File: src/rtl/spmv_issue_ctrl.sv
// rtl/spmv_issue_ctrl.sv - CSR SpMV issue sequencer with same-row read-after-write hazard stalls
// Optional feature macro: SPMV_STALL_CNT_EN adds the o_stall_cnt hazard-bubble counter.
module spmv_issue_ctrl #(
  parameter int N_ROWS   = 16,
  parameter int PIPE_LAT = 2
) (
  input  logic                    i_clk,
  input  logic                    i_rstn,
  input  logic                    i_start,
  input  logic [7:0]              i_nnz,
  input  logic [8*(N_ROWS+1)-1:0] i_row_ptr,
  output logic                    o_rd_en,
  output logic [7:0]              o_rd_addr,
  output logic                    o_wr_en,
  output logic [7:0]              o_count,
  output logic                    o_busy,
  output logic                    o_done
`ifdef SPMV_STALL_CNT_EN
  ,
  output logic [15:0]             o_stall_cnt
`endif
);

  localparam int ROW_W = (N_ROWS > 1) ? $clog2(N_ROWS) : 1;

  localparam logic [1:0] S_IDLE  = 2'd0;
  localparam logic [1:0] S_ISSUE = 2'd1;
  localparam logic [1:0] S_DRAIN = 2'd2;
  localparam logic [1:0] S_DONE  = 2'd3;

  logic [1:0]                      state_q, state_d;
  logic [7:0]                      idx_q, idx_d;
  logic [7:0]                      nnz_q, nnz_d;
  logic [8*(N_ROWS+1)-1:0]         row_ptr_q, row_ptr_d;

  // In-flight pipe: entry 0 is the newest issue, entry PIPE_LAT-1 is write-back.
  logic [PIPE_LAT-1:0]             pipe_vld_q, pipe_vld_d;
  logic [PIPE_LAT-1:0]             pipe_rv_q, pipe_rv_d;
  logic [PIPE_LAT-1:0][ROW_W-1:0]  pipe_row_q, pipe_row_d;
  logic [PIPE_LAT-1:0][7:0]        pipe_cnt_q, pipe_cnt_d;

`ifdef SPMV_STALL_CNT_EN
  logic [15:0]                     stall_cnt_q, stall_cnt_d;
`endif

  logic [8:0]                      idx_p1;
  logic                            cand_rv;
  logic [ROW_W-1:0]                cand_row;
  logic                            hazard;
  logic                            issue;
  logic                            last_issue;
  logic                            drain_empty;

  assign idx_p1 = {1'b0, idx_q} + 9'd1;

  // First row whose pointer window (row_ptr[k], row_ptr[k+1]] holds idx+1.
  always_comb begin
    cand_rv  = 1'b0;
    cand_row = '0;
    for (int k = 0; k < N_ROWS; k++) begin
      if (!cand_rv &&
          ({1'b0, row_ptr_q[8*k +: 8]} < idx_p1) &&
          (idx_p1 <= {1'b0, row_ptr_q[8*(k+1) +: 8]})) begin
        cand_rv  = 1'b1;
        cand_row = ROW_W'(k);
      end
    end
  end

  always_comb begin
    hazard = 1'b0;
    for (int i = 0; i < PIPE_LAT; i++) begin
      if (pipe_vld_q[i] && pipe_rv_q[i] && cand_rv && (pipe_row_q[i] == cand_row)) begin
        hazard = 1'b1;
      end
    end
  end

  // The exit entry leaves this cycle, so only the younger entries gate DONE.
  always_comb begin
    drain_empty = 1'b1;
    for (int i = 0; i < PIPE_LAT - 1; i++) begin
      if (pipe_vld_q[i]) begin
        drain_empty = 1'b0;
      end
    end
  end

  assign issue      = (state_q == S_ISSUE) && !hazard;
  assign last_issue = issue && (idx_q == (nnz_q - 8'd1));

  always_comb begin
    state_d   = state_q;
    idx_d     = idx_q;
    nnz_d     = nnz_q;
    row_ptr_d = row_ptr_q;
`ifdef SPMV_STALL_CNT_EN
    stall_cnt_d = stall_cnt_q;
`endif

    case (state_q)
      S_IDLE: begin
        if (i_start) begin
          nnz_d     = i_nnz;
          row_ptr_d = i_row_ptr;
          idx_d     = 8'd0;
          state_d   = (i_nnz != 8'd0) ? S_ISSUE : S_DONE;
`ifdef SPMV_STALL_CNT_EN
          stall_cnt_d = 16'd0;
`endif
        end
      end
      S_ISSUE: begin
        if (issue) begin
          idx_d = idx_q + 8'd1;
          if (last_issue) begin
            state_d = S_DRAIN;
          end
        end
`ifdef SPMV_STALL_CNT_EN
        if (hazard && (stall_cnt_q != 16'hFFFF)) begin
          stall_cnt_d = stall_cnt_q + 16'd1;
        end
`endif
      end
      S_DRAIN: begin
        if (drain_empty) begin
          state_d = S_DONE;
        end
      end
      default: begin
        state_d = S_IDLE;
      end
    endcase
  end

  always_comb begin
    pipe_vld_d    = '0;
    pipe_rv_d     = '0;
    pipe_row_d    = '0;
    pipe_cnt_d    = '0;
    pipe_vld_d[0] = issue;
    pipe_rv_d[0]  = issue && cand_rv;
    pipe_row_d[0] = issue ? cand_row : '0;
    pipe_cnt_d[0] = issue ? idx_p1[7:0] : 8'd0;
    for (int i = 1; i < PIPE_LAT; i++) begin
      pipe_vld_d[i] = pipe_vld_q[i-1];
      pipe_rv_d[i]  = pipe_rv_q[i-1];
      pipe_row_d[i] = pipe_row_q[i-1];
      pipe_cnt_d[i] = pipe_cnt_q[i-1];
    end
  end

  always_ff @(posedge i_clk or negedge i_rstn) begin
    if (!i_rstn) begin
      state_q    <= S_IDLE;
      idx_q      <= 8'd0;
      nnz_q      <= 8'd0;
      row_ptr_q  <= '0;
      pipe_vld_q <= '0;
      pipe_rv_q  <= '0;
      pipe_row_q <= '0;
      pipe_cnt_q <= '0;
`ifdef SPMV_STALL_CNT_EN
      stall_cnt_q <= 16'd0;
`endif
    end else begin
      state_q    <= state_d;
      idx_q      <= idx_d;
      nnz_q      <= nnz_d;
      row_ptr_q  <= row_ptr_d;
      pipe_vld_q <= pipe_vld_d;
      pipe_rv_q  <= pipe_rv_d;
      pipe_row_q <= pipe_row_d;
      pipe_cnt_q <= pipe_cnt_d;
`ifdef SPMV_STALL_CNT_EN
      stall_cnt_q <= stall_cnt_d;
`endif
    end
  end

  assign o_rd_en   = issue;
  assign o_rd_addr = issue ? idx_q : 8'd0;
  assign o_wr_en   = pipe_vld_q[PIPE_LAT-1];
  assign o_count   = pipe_cnt_q[PIPE_LAT-1];
  assign o_busy    = (state_q == S_ISSUE) || (state_q == S_DRAIN);
  assign o_done    = (state_q == S_DONE);
`ifdef SPMV_STALL_CNT_EN
  assign o_stall_cnt = stall_cnt_q;
`endif

endmodule
File: config.mk
export PLATFORM = sky130hd
export DESIGN_NAME = spmv_issue_ctrl
export DESIGN_NICKNAME = d
export VERILOG_FILES = /design/src/rtl/spmv_issue_ctrl.sv
export SDC_FILE = /design/constraint.sdc
export NUM_CORES = 1
export LEC_CHECK = 0
export ABC_AREA = 1
export CORE_MARGIN = 8
export CORE_UTILIZATION = 55
export CTS_CLUSTER_DIAMETER = 120
export DETAILED_ROUTE_END_ITERATION = 7
export GPL_TIMING_DRIVEN = 0
export PLACE_DENSITY = 0.81
export SLEW_MARGIN = 40
export SYNTH_ARGS = -nofsm -noshare
export SYNTH_HDL_FRONTEND = slang
export SYNTH_SLANG_ARGS = --single-unit
File: constraint.sdc
create_clock -name i_clk -period 7.5 [get_ports i_clk]
set_input_delay 1.875 -clock i_clk [delete_from_list [all_inputs] [get_ports i_clk]]
set_output_delay 1.875 -clock i_clk [all_outputs]
set_load 0.01 [all_outputs]
# == After elaboration in Yosys (flattened, before gate mapping) ==
# Index checks and enable logic that the tools add are counted.
# totals
inputBits,147
reg_bits,182
# op_classes
eq_ne,10
magnitude_cmp,32
add_sub_neg,3
reduce_logical,63
n_mux,45
# ops
operator,count
less-or-equal comparator 9 x 8 -> 1 bit,16
less-than comparator 8 x 9 -> 1 bit,16
two-way mux 4 bit,15
logical AND 1 bit,40
two-way mux 8 bit,4
two-way mux 1 bit,19
logical NOT 1 bit,16
case mux 8 bit (2 select lines),1
two-way mux 2 bit,5
"adder 8 x 1 -> 9 bit, second input constant",1
"adder 8 x 1 -> 8 bit, second input constant",1
== test 4 bit,2
== test 8 bit,1
"inequality test 2 bit, second input constant",4
nonzero test 8 bit,1
"subtractor 8 x 1 -> 8 bit, second input constant",1
case mux 2 bit (3 select lines),1
"== test 2 bit, second input constant",2
AND reduction 4 bit,1
AND reduction 3 bit,1
"== test 2 x 1 -> 1 bit, second input constant",1
logical NOT 2 bit,1
AND reduction 2 bit,1
nonzero test 2 bit,1
logical OR 1 bit,1

# == Longest topological paths before layout ==
# depth
word_depth,74
mapped_depth,33

# == Least setup slack after synthesis ==
# No wires, ideal clock.
# synth_timing
kind,reg2out
start,reg idx_q[1]
end,out o_rd_addr[0]
arrival_time_ps,4254
path_slack_ps,1371
stages_incl_launch_ff,28
required_time_ps,5625
path_buffers,1
path_cell_list,dfrtp_1 ha_1 xnor2_1 ha_1 nand2_1 nor2_1 o21ai_0 nand2_1 nand4_1 nand2_1 nand2_1 nand3_2 a21oi_4 nand3_2 nor2_2 nand3_2 nor2_2 nand4_2 nor2_4 nand4_4 nand2_1 nand2_1 nand2_1 nor2_2 nand3_2 nand3_4 buf_2 nor2_1
# synth_via
elab_chain_cells,71
elab_cells_between_ends,121
cone_classes,add/sub (1); order compare (32); eq/ne (2); mux (34); reduce/logical (52)
# synth_lines
element,line,source
from (decl),32,"logic [7:0] idx_q, idx_d;"
from (signal assigned),169,idx_q <= idx_d;
adder 8 x 1 -> 9 bit *,54,"assign idx_p1 = {1'b0, idx_q} + 9'd1;"
less-than comparator 8 x 9 -> 1 bit / less-or-equal comparator 9 x 8 -> 1 bit (equally long branches),"62, 63",
logical AND 1 bit,62,"({1'b0, row_ptr_q[8*k +: 8]} < idx_p1) &&"
two-way mux 1 bit,61,if (!cand_rv &&
logical NOT 1 bit,61,
logical AND 1 bit,61,
logical AND 1 bit,62,
two-way mux 1 bit,61,
[55 not listed],n/a,
two-way mux 4 bit / two-way mux 1 bit (equally long branches),61,
== test 4 bit / logical AND 1 bit (equally long branches),73,if (pipe_vld_q[i] && pipe_rv_q[i] && cand_rv && (pipe_row_q[i] == cand_row)) begin
logical AND 1 bit,73,
two-way mux 1 bit,73,
two-way mux 1 bit *,73,
logical NOT 1 bit *,89,assign issue = (state_q == S_ISSUE) && !hazard;
logical AND 1 bit *,89,
two-way mux 8 bit *,183,assign o_rd_addr = issue ? idx_q : 8'd0;
to (decl),13,"output logic [7:0] o_rd_addr,"
# Every way passes the cells marked *; elsewhere a longest branch is shown, timed or not.

# == Worst setup path after layout ==
# layout_timing
start,reg idx_q[0]
end,out o_rd_addr[7]
# The elaborated chain is that of the path after synthesis.

==> qor.yml <==
outcome:
  status: "complete, no violations"
worst_setup_path:
  cp-end-kind: "output pin"
  critical_path.startpoint: "idx_q[0]"
  r2r_start: "idx_q[0]"
  reg2reg_depth: 26
  worstPathMaxFanout: 18
  crit_type: "flop to output pin"
  required_ns: 5.62
  worstSetupStartpointType: "flop"
  cp.arrival_ns: 5.35
grt:
  grt_pass1_vias: 9217
  grt_pass1_wl_mm: 45.8
  grt_start_max_net_pins: 68
  antenna_found_initial: 0
  grtUsageTotal_pct: 24.0
  grt-ovfl-total: 0
placement:
  placed_cells: 1585
  dp_hpwl_mm: 21.1
  port_buffers: 166
  gp_congestion: 0.887
  dpl-instance-area_um2: 13000
layout:
  fill_cells: 1469
  final_cells: 1618
  layout.nets: 1611
  regArea_um2: 4560
  multiInputGateArea_um2: 5730
  final_cell_area_um2: 13600
  diodes: 0
  drive_gt1_share_pct: 15.7
  area_delta_synth_final_pct: 25.5
floorplan:
  initial_core_util_pct: 56.0
  dieArea_um2: 24500
  io_pins: 167
  die_h_um: 157
  core_um2: 19400
  row_count: 51
  dieWidth_um: 157
worst_hold_path:
  hold_class: "flop to flop"
  worstHoldPathCells: 0
  min_from: "pipe_cnt_d[11]"
logic_synthesis:
  ys_types: 50
  synth_top_area_cell: "dfrtp_1"
  yosys-top-cells-area: "dfrtp_1 (42%), ha_1 (14%), mux2_2 (11%)"
  syn_nets: 1418
  ys_seq_area_share_pct: 41.9
  synth_top_area_share_pct: 41.9
  yosys_warnings: 0
  avgSynthCellArea_um2: 9.47
  synth-seq-cells: 182
  syn_area_um2: 10900
  syn_inst: 1147
detailed_routing:
  firstDrtPassIters: 5
  num_vias: 8913
  drt_iter0_drc: 575
  postRouteAntennaNets: 0
  route.detailed.drc: 0
  vias_per_cell: 5.51
  avgRoutedWirePerCell_um: 17.9
  routed_wirelength_mm: 28.9
clock_network:
  cts_max_level: 4
  cts_tree: "yes"
  clock_sinks: 182
  cts-root-buf: "clkbuf_16"
  clock_latency_ns: 0.43
  cts_buffer_depth: 2
  path_clk_slew_ns: 0.07
  cts_hold_buffers: 0
  cts_buffers: 17
sta:
  skew_ns: 0.00951
  period_minus_slack_ns: 7.23
  finalHoldViolCount: 0
  worstMarginPinSlew_ns: 0.682
  rsz0062_at_grt: "false"
  finalMaxSlewViolations: 0
  finalSetupViolCount: 0
  maxSlewHeadroom_pct: 54.6
  final.period_utilization_pct: 96.4
  fmax_mhz: 138
pwr:
  p_int_mw: 3.12
  p_clk_share_pct: 16.9
  leakagePower_nw: 6.48
  p_sw_mw: 2.20
  p_seq_share_pct: 31.2
  power_density_nw_per_um2: 391
  vdd_ir_drop_max_mv: 0.192
  p_comb_share_pct: 51.9
  p_sw_share_pct: 41.4
run:
  cap_violations: 0
-- Yosys cell counts (all sizes together) --
cell	count
nand4	35
nor2	126
ha	124
and2	1
mux2	104
nor4	2
o21bai	4
o21ai	23
o221a	4
a22oi	1
xor2	8
o41ai	8
or2	6
nand2	190
clkinv	1
nand3b	3
a21boi	4
o211ai	10
o31ai	3
a21oi	79
buf	12
nand3	47
o21a	1
nor3	7
a41o	1
or3	1
dfrtp	182
inv	128
clkbuf	19
a31oi	4
a2111oi	1
xnor2	6
nor3b	2
-- logic make-up after synthesis --
group | after synthesis | share of synthesized area [%]
buf+inv | 160 | 5.92
simple gates | 420 | 17.8
fa+ha+maj | 124 | 14.3
compound gates | 143 | 8.13
flops | 182 | 41.9
xor+xnor | 14 | 1.13
mux | 104 | 10.8
-- critical path, cell delays in order, from the launching register on --
cell and delay, ns:
dfrtp_1 0.42, buf_2 0.25, nand4_1 0.26, nor2_1 0.25, nand2_1 0.07, nand2_1 0.12, nand2_4 0.22, ha_1 0.27
or2_2 0.29, a21oi_1 0.13, nand2_1 0.06, a21oi_1 0.26, a21oi_4 0.09, nand3_2 0.08, nor2_2 0.04, o21ai_0 0.10
a21boi_1 0.34, nand3_1 0.13, nor2_1 0.19, nand2_2 0.10, nor2_1 0.13, nor2_2 0.07, nand3_2 0.08, nand3_4 0.19
nor2_1 0.15, clkdlybuf4s50_1 0.59
-- power by group through the flow --
| stage | Clock (mW) | Sequential [mW] | Combinational (mW) |
|---|---|---|---|
| floorplan | 0 | 1.59 | 2.02 |
| global placement | 0 | 1.66 | 2.54 |
| detailed placement | 0 | 1.67 | 2.71 |
| CTS | 0.906 | 1.66 | 2.74 |
| global route | 0.951 | 1.70 | 3.13 |
| finish | 0.898 | 1.66 | 2.76 |
-- metrics by stage --
stage | setup WS [ns] | power, mW | setup TNS (ns) | util [%] | hold WS [ns]
finish | 0.272 | 5.32 | 0 | 70.3 | 0.349
global route | 0.00334 | 5.78 | 0 | 70.3 | 0.351
CTS | 0.0174 | 5.30 | 0 | 70.0 | 0.350
detailed placement | 0.462 | 4.37 | 0 | 67.0 | 0.335
global placement | -2.95 | 4.20 | -543.25 | 66.3 | 0.333
floorplan | 1.37 | 3.61 | 0 | - | 0.331
-- layout make-up --
type | instances | area share (%)
flip-flops and latches | 182 | 33.4
repair buffers | 175 | 13.1
plain buffers | 30 | 1.14
clock buffers | 17 | 3.12
clock inverters | 15 | 1.12
well taps | 265 | 2.43
multi-input cells | 805 | 42.0
inverters | 129 | 3.59
-- metal layers --
layer  share of wire, %  GRT usage (%)  up-vias  wire length, um
met1                 41           28.2     4264            11800
met2                 50           42.0      303            14600
met5                  0              0        -                0
met4                3.2           9.52        0              939
li1                   -              -     4273                -
met3                5.6           4.91       73             1620
-- flip-flops by register name, summed over array words and instances, names as in the netlist --
| signal | cells |
|---|---|
| pipe_vld_q | 2 |
| pipe_cnt_d | 8 |
| state_q | 2 |
| idx_q | 8 |
| row_ptr_q | 136 |
| pipe_row_q | 4 |
| nnz_q | 8 |
| pipe_row_d | 4 |
| o_count | 8 |
| pipe_rv_q | 2 |
-- cell usage in the layout, fill, tap and decap left out, drive strengths merged --
master / count
mux2: 104
o41ai: 8
a31oi: 4
ha: 124
a41o: 1
inv: 132
or2: 6
clkdlybuf4s50: 165
o221a: 4
clkinvlp: 1
nor2: 126
a21oi: 79
a22oi: 1
a21boi: 4
buf: 21
o21bai: 4
nor3: 7
o21a: 1
xnor2: 6
nand2: 190
nor4: 2
o21ai: 23
and2: 1
or3: 1
clkinv: 9
xor2: 8
nand3b: 3
dfrtp: 182
nor3b: 2
o211ai: 10
nand4: 35
nand3: 47
clkbuf: 36
bufinv: 2
o31ai: 3
a2111oi: 1
-- final timing paths --
check                                 to  slack (ns)
max                         o_rd_addr[7]        0.27
min                           o_count[3]        0.35
max reg2reg                     idx_q[5]        2.79
min reg2reg                   o_count[3]        0.35
max in group asynchronous       idx_q[1]        5.13
min in group asynchronous  row_ptr_q[44]        1.35
-- repair_timing --
action                                  in CTS  in global routing
endpoints found under the setup margin       4                  9
pin swaps                                    1                  1
setup buffers                                1                  1
gates cloned                                 0                  0
gates resized for setup                      0                 12
(Power assumes the default switching activity.)
==> patch 1, RTL diff (config.mk and constraints unchanged) <==
Add an input register stage for `i_row_ptr`, with the module's reset; this delays it by one clock. The other inputs are not delayed to match.
--- a/src/rtl/spmv_issue_ctrl.sv
+++ b/src/rtl/spmv_issue_ctrl.sv
@@ -29,4 +29,14 @@
   localparam logic [1:0] S_DONE  = 2'd3;
 
+  logic [8*(N_ROWS+1)-1:0] i_row_ptr_q;
+
+  always_ff @(posedge i_clk or negedge i_rstn) begin
+    if (!i_rstn) begin
+      i_row_ptr_q <= '0;
+    end else begin
+      i_row_ptr_q <= i_row_ptr;
+    end
+  end
+
   logic [1:0]                      state_q, state_d;
   logic [7:0]                      idx_q, idx_d;
@@ -103,5 +113,5 @@
         if (i_start) begin
           nnz_d     = i_nnz;
-          row_ptr_d = i_row_ptr;
+          row_ptr_d = i_row_ptr_q;
           idx_d     = 8'd0;
           state_d   = (i_nnz != 8'd0) ? S_ISSUE : S_DONE;
Formal check against the unedited RTL: not equivalent (a bounded check fails within 4 cycles, from zero or initial values and one cycle with i_rstn low).
==> patch 1 against the unedited design <==
Area after synthesis is 31% higher; wire length grew 14%; via count rose by 12%; synthesized cell count rose by 12%; register-to-register slack got worse by 0.07 ns; combinational power is 1% higher; global-route usage is 2.5 points lower; total power grew 32%; setup slack better by 0.079 ns; sequential cell count up 136; cell area is 31% higher; critical endpoint is now o_rd_addr[5]; largest cell class is now flip-flops and latches; largest power group unchanged.
==> patch 1: results (changes against the unedited design) <==
* Static Leak at 8.41 nW (was 6.48 nW)
* Clock Latency Late Sink at 0.50 ns (was 0.43 ns)
* Met3 routed WL at 2250 um (was 1620 um)
* Post-synthesis sequential area ratio at 55.8% (was 41.9%)
* Layout fillers at 1779 (was 1469)
* DR WL/cell at 17.8 um (was 17.9 um)
* Overall Global Routing Usage at 21.5% (was 24.0%)
* CTS max path bufs at 3 (was 2)
* Area contributors post-synth: dfrtp_1 (56%), ha_1 (11%), mux2_2 (9.0%), nand2_1 (5.4%), nor2_1 (2.8%) (was dfrtp_1 (42%), ha_1 (14%), mux2_2 (11%), nand2_1 (6.4%), inv_1 (4.3%))
* Crit-path max cell delay at 0.56 ns (was 0.59 ns)
* Routed wl met2 at 16100 um (was 14600 um)
* Crit path DAT at 5.27 ns (was 5.35 ns)
* Placed Area at 16500 um2 (was 13000 um2)
* Gate Count Post-Synth at 1280 (was 1147)
* First-pass GRT wire length at 53300 um (was 45800 um)
* Cts bufs inserted at 35 (was 17)
* Finished Layout Cells at 1858 (was 1618)
* Via count at 10000 (was 8913)
* Layout cell share with drive strength beyond 1 at 16.9% (was 15.7%)
* Pre-CTS WS at 0.432 ns (was 0.462 ns)
* H-tree levels at 2 (was 4)
* CP max FO at 17 (was 18)
* DPL Wire Length at 23100 um (was 21100 um)
* Post-synthesis net count at 1550 (was 1418)
* Worst-path clk slew at 0.06 ns
* Relative slew slack at 56.3% (was 54.6%)
* VDD IR max at 0.000235 V (was 0.000192 V)
* Root buffer cell: clkbuf_16 (unchanged)
* Synth unique cells at 54 (was 50)
* Area delta synth->final at 25.0% (was 25.5%)
* Commonest cells post-synth: dfrtp_1 (318), nand2_1 (205), ha_1 (123) (was nand2_1 (184), dfrtp_1 (182), inv_1 (125))
* FF-to-FF Start: idx_q[0] (unchanged)
* Number of global-route vias before repair at 10700 (was 9217)
* Outcome: completed (unchanged)
* Worst setup SP type: flop (unchanged)
* Clock skew at 0.0111 ns (was 0.00951 ns)
* Largest net degree at the start of global routing at 82 (was 68)
* Placed insts at 1786 (was 1585)
* GPL Wtd Cong at 0.847 (was 0.887)
* WL met1 at 13700 um (was 11800 um)
## patch 1: final timing paths
kind                                       to  slack (ns)  cells past startpoint
min in group asynchronous       row_ptr_q[19]        1.28                      1
worst max-delay path             o_rd_addr[5]        0.35                     29
worst min register to register     o_count[3]        0.35                      0
worst min-delay path               o_count[3]        0.35                      0
max in group asynchronous            idx_q[1]        5.16                      3
worst max register to register       idx_q[5]        2.72                     31
## patch 1: routing by layer
| metal | track usage, % | vias to the layer above |
|---|---|---|
| met3 | 4.48 | 80 |
| met1 | 26.8 | 4859 |
| met5 | 0 | - |
| met4 | 7.85 | 0 |
| met2 | 36.2 | 341 |
| li1 | - | 4732 |
## patch 1: kinds of logic after synthesis
logic type	count (synthesis)	synth area share [%]
DFF	318	55.8
AOI/OAI and AO/OA	126	5.27
xor gates and xnor gates	14	0.860
buffers and inverters	145	4.07
and+or+nand+nor	440	14.2
adders and majority gates	123	10.8
muxes	114	9.01
## patch 1: worst reg2reg max path: cells and delay by family, from the launching register on
kind / cells / cell delay [ns]
compound gates: 1 / 0.26
xor+xnor: 1 / 0.32
fa+ha+maj: 2 / 0.64
buf+inv: 4 / 0.61
flops: 1 / 0.44
simple gates: 23 / 2.41
## patch 1: what timing repair did
item / 4_1_cts / 5_1_grt
gates resized for setup: 2 / 16
cloned: 0 / 1
endpoints found under the setup margin: 9 / 9
buffers inserted: 0 / 10
pin swaps: 0 / 4
## patch 1: where the power goes
part | internal [mW] | switching, mW
sequential | 2.19 | 0.279
clock | 1.10 | 0.669
combinational | 1.23 | 1.57
## patch 1: area by class of cell
type,instances,area share [%]
Tap cell,335,2.35
Sequential cell,318,44.7
Timing Repair Buffer,181,10.5
Inverter,116,2.49
Clock inverter,12,0.969
Clock buffer,50,5.81
Buffer,28,0.793
Multi-Input combinational cell,818,32.5
==> patch 2, RTL diff (same settings) <==
Without the edit above. Add a define of `SPMV_STALL_CNT_EN`.
--- a/src/rtl/spmv_issue_ctrl.sv
+++ b/src/rtl/spmv_issue_ctrl.sv
@@ -1,4 +1,6 @@
 // rtl/spmv_issue_ctrl.sv - CSR SpMV issue sequencer with same-row read-after-write hazard stalls
 // Optional feature macro: SPMV_STALL_CNT_EN adds the o_stall_cnt hazard-bubble counter.
+`define SPMV_STALL_CNT_EN
+
 module spmv_issue_ctrl #(
   parameter int N_ROWS   = 16,
Formal check against the unedited RTL (old outputs only; new: o_stall_cnt): no difference found for any inputs over 4 cycles, from zero or initial values and one cycle with i_rstn low; that may be too few to reach the edited logic, so the function may still have changed.
==> patch 2 against the unedited design <==
Highest routed layer unchanged; wire length is 10% higher; largest power group unchanged; hold slack hardly changed; maximum frequency is 1.1% lower; core utilization is 0.12 points lower; clock power is 7.8% lower; clock skew is 0.0026 ns higher; cell area is 8.2% higher; setup slack worse by 0.084 ns; sequential cell count is 16 higher; area after synthesis is 8.5% higher; global-route usage is 0.59 points higher; total power is 0.24% higher.
==> patch 2: results (changes against the unedited design) <==
* Mux contribution to synthesized area at 10.7% (was 10.8%)
* H-tree levels at 4 (unchanged)
* Synth Area in Compound Gates at 7.32% (was 8.13%)
* Commonest cells post-synth: nand2_1 (217), dfrtp_1 (198), inv_1 (128) (was nand2_1 (184), dfrtp_1 (182), inv_1 (125))
* Flop-to-flop setup slack at 2.84 ns (was 2.79 ns)
* Largest net degree at the start of global routing at 75 (was 68)
* Int Pwr at 3.12 mW (about the same)
* VDD IR max at 0.000177 V (was 0.000192 V)
* CP top delay family: simple AND/OR/NAND/NOR gates (unchanged)
* Hold Path Cell Cnt at 0 (unchanged)
* Clock skew at 0.0121 ns (was 0.00951 ns)
* Postcts setup bufs at 3 (was 1)
* Number of flip-flops under the largest register name at 136 (unchanged)
* Drt pass-1 iters at 5 (unchanged)
* Post-Synth Adder-Cell Area at 13.4% (was 14.3%)
* CP max-delay cell: clkdlybuf4s50_1 (unchanged)
* Crit path DAT at 5.44 ns (was 5.35 ns)
* Post-synthesis xor/xnor area fraction at 1.63% (was 1.13%)
* Static Leak at 7.04 nW (was 6.48 nW)
* Worst-path clk slew at 0.08 ns
* Overall Global Routing Usage at 24.5% (was 24.0%)
* GPL Wtd Cong at 0.887 (unchanged)
* Final wirelength at 31900 um (was 28900 um)
* Synth unique cells at 55 (was 50)
* Largest reg by FF count: row_ptr_q (unchanged)
* Layout cell share with drive strength beyond 1 at 14.9% (was 15.7%)
* Area contributors post-synth: dfrtp_1 (42%), ha_1 (13%), mux2_2 (11%), nand2_1 (6.9%), inv_1 (4.1%) (was dfrtp_1 (42%), ha_1 (14%), mux2_2 (11%), nand2_1 (6.4%), inv_1 (4.3%))
* Cts bufs inserted at 17 (unchanged)
* Pre-CTS WS at 0.327 ns (was 0.462 ns)
* Via count at 9943 (was 8913)
* R2R Path End: o_stall_cnt[14] (was idx_q[5])
* Crit-path max cell delay at 0.58 ns
* Asr flop ratio synth at 100% (unchanged)
* Min-Delay Endpoint: o_count[7] (was o_count[3])
* CP max FO at 19 (was 18)
* Hold/Removal Path Class: flop to flop (unchanged)
* Post-synthesis net count at 1537 (was 1418)
* FF-to-FF Start: idx_q[0] (unchanged)
* IO buf count at 182 (was 166)
* Outcome: completed (unchanged)
* Placed Area at 14100 um2 (was 13000 um2)
* YS warnings at 0 (unchanged)
* Drt drc at 0 (unchanged)
* Root buffer cell: clkbuf_16 (unchanged)
* Initial antenna violation count at 3 (was 0)
* Iter 0 DRT Violations at 775 (was 575)
* Number of global-route vias before repair at 10200 (was 9217)
* DPL Wire Length at 23800 um (was 21100 um)
* Reg2Reg Depth at 26 (unchanged)
* Post-synthesis sequential area ratio at 42.0% (was 41.9%)
* Worst slew pin tran at 0.751 ns (was 0.682 ns)
* Worst Min Path Start: pipe_cnt_d[15] (was pipe_cnt_d[11])
* Cts repair resizes at 2 (was 0)
* Clock Latency Late Sink at 0.44 ns
* First-pass GRT wire length at 51300 um (was 45800 um)
* Final #Nets at 1749 (was 1611)
* CTS max path bufs at 2 (unchanged)
==> patch 2: cells by family (layout without fill, tap and decap cells) <==
logic type | count (synthesis) | count (layout)
AND/OR/NAND/NOR | 505 | 505
buffers and inverters | 166 | 388
AO/OA/AOI/OAI | 135 | 135
multiplexers | 112 | 112
XOR/XNOR | 22 | 22
adder cells (fa/ha/maj) | 126 | 126
flip-flops | 198 | 198
other | 0 | 3
==> patch 2: worst register-to-register path: stages, from the launching register on <==
cell	delay, ns
dfrtp_1	0.42
buf_6	0.17
nand4_1	0.21
o21ai_0	0.41
nand2_4	0.30
ha_1	0.40
nand2_1	0.05
inv_1	0.07
nand4_1	0.11
nand3_1	0.11
nand2_1	0.13
a21oi_4	0.23
nand3_2	0.12
nor2_2	0.13
nand3_2	0.12
nor2_4	0.12
nand4_2	0.12
nor2_2	0.12
nand4_2	0.16
nand2_2	0.15
nor2_1	0.06
nor2_2	0.11
nand3_2	0.11
nand3_4	0.15
buf_2	0.27
nand3_1	0.13
nand2_1	0.12
==> patch 2: cell type report <==
| type | instances | area [um2] |
|---|---|---|
| Inverter | 132 | 499 |
| Tap cell | 275 | 344 |
| Clock inverter | 11 | 78.8 |
| Timing Repair Buffer | 193 | 1990 |
| Buffer | 34 | 180 |
| Sequential cell | 198 | 4960 |
| Fill cell | 1560 | 6280 |
| Clock buffer | 18 | 429 |
| Antenna cell | 3 | 7.51 |
| Multi-Input combinational cell | 900 | 6260 |
==> patch 2: per-stage QoR <==
stage / power (mW) / std cells / hold slack (ns) / utilization, %
2_1_floorplan: 3.70 / 1264 / 0.331 / -
3_3_place_gp: 4.30 / 1721 / 0.332 / 66.4
3_5_place_dp: 4.46 / 1727 / 0.336 / 67.1
4_1_cts: 5.32 / 1759 / 0.350 / 69.7
5_1_grt: 5.80 / 1764 / 0.359 / 70.1
6_report: 5.34 / 1764 / 0.349 / 70.1
==> patch 2: per-layer routing <==
layer	GRT usage [%]	up-vias	share of wire, %
li1	-	4732	-
met1	31.5	4798	43
met2	40.1	354	48
met3	4.55	59	6.2
met4	10.6	0	2.7
met5	0	-	0
==> patch 2: worst max path at each step <==
stage	end	from	slack, ns
after global placement	pipe_cnt_d[15]	i_rstn	-3.64
after floorplan	o_rd_addr[0]	idx_q[0]	1.10
after global routing	o_rd_addr[7]	idx_q[0]	-0.20
after CTS	o_rd_addr[0]	idx_q[0]	0.10
final	o_rd_addr[7]	idx_q[0]	0.19
after detailed placement	o_rd_addr[0]	idx_q[1]	0.33
==> patch 2: power by group through the flow <==
stage,clock [mW],combinational (mW),sequential [mW]
2_1_floorplan,0,2.01,1.69
3_3_place_gp,0,2.54,1.76
3_5_place_dp,0,2.69,1.77
4_1_cts,0.843,2.72,1.76
5_1_grt,0.890,3.11,1.81
6_report,0.828,2.75,1.76
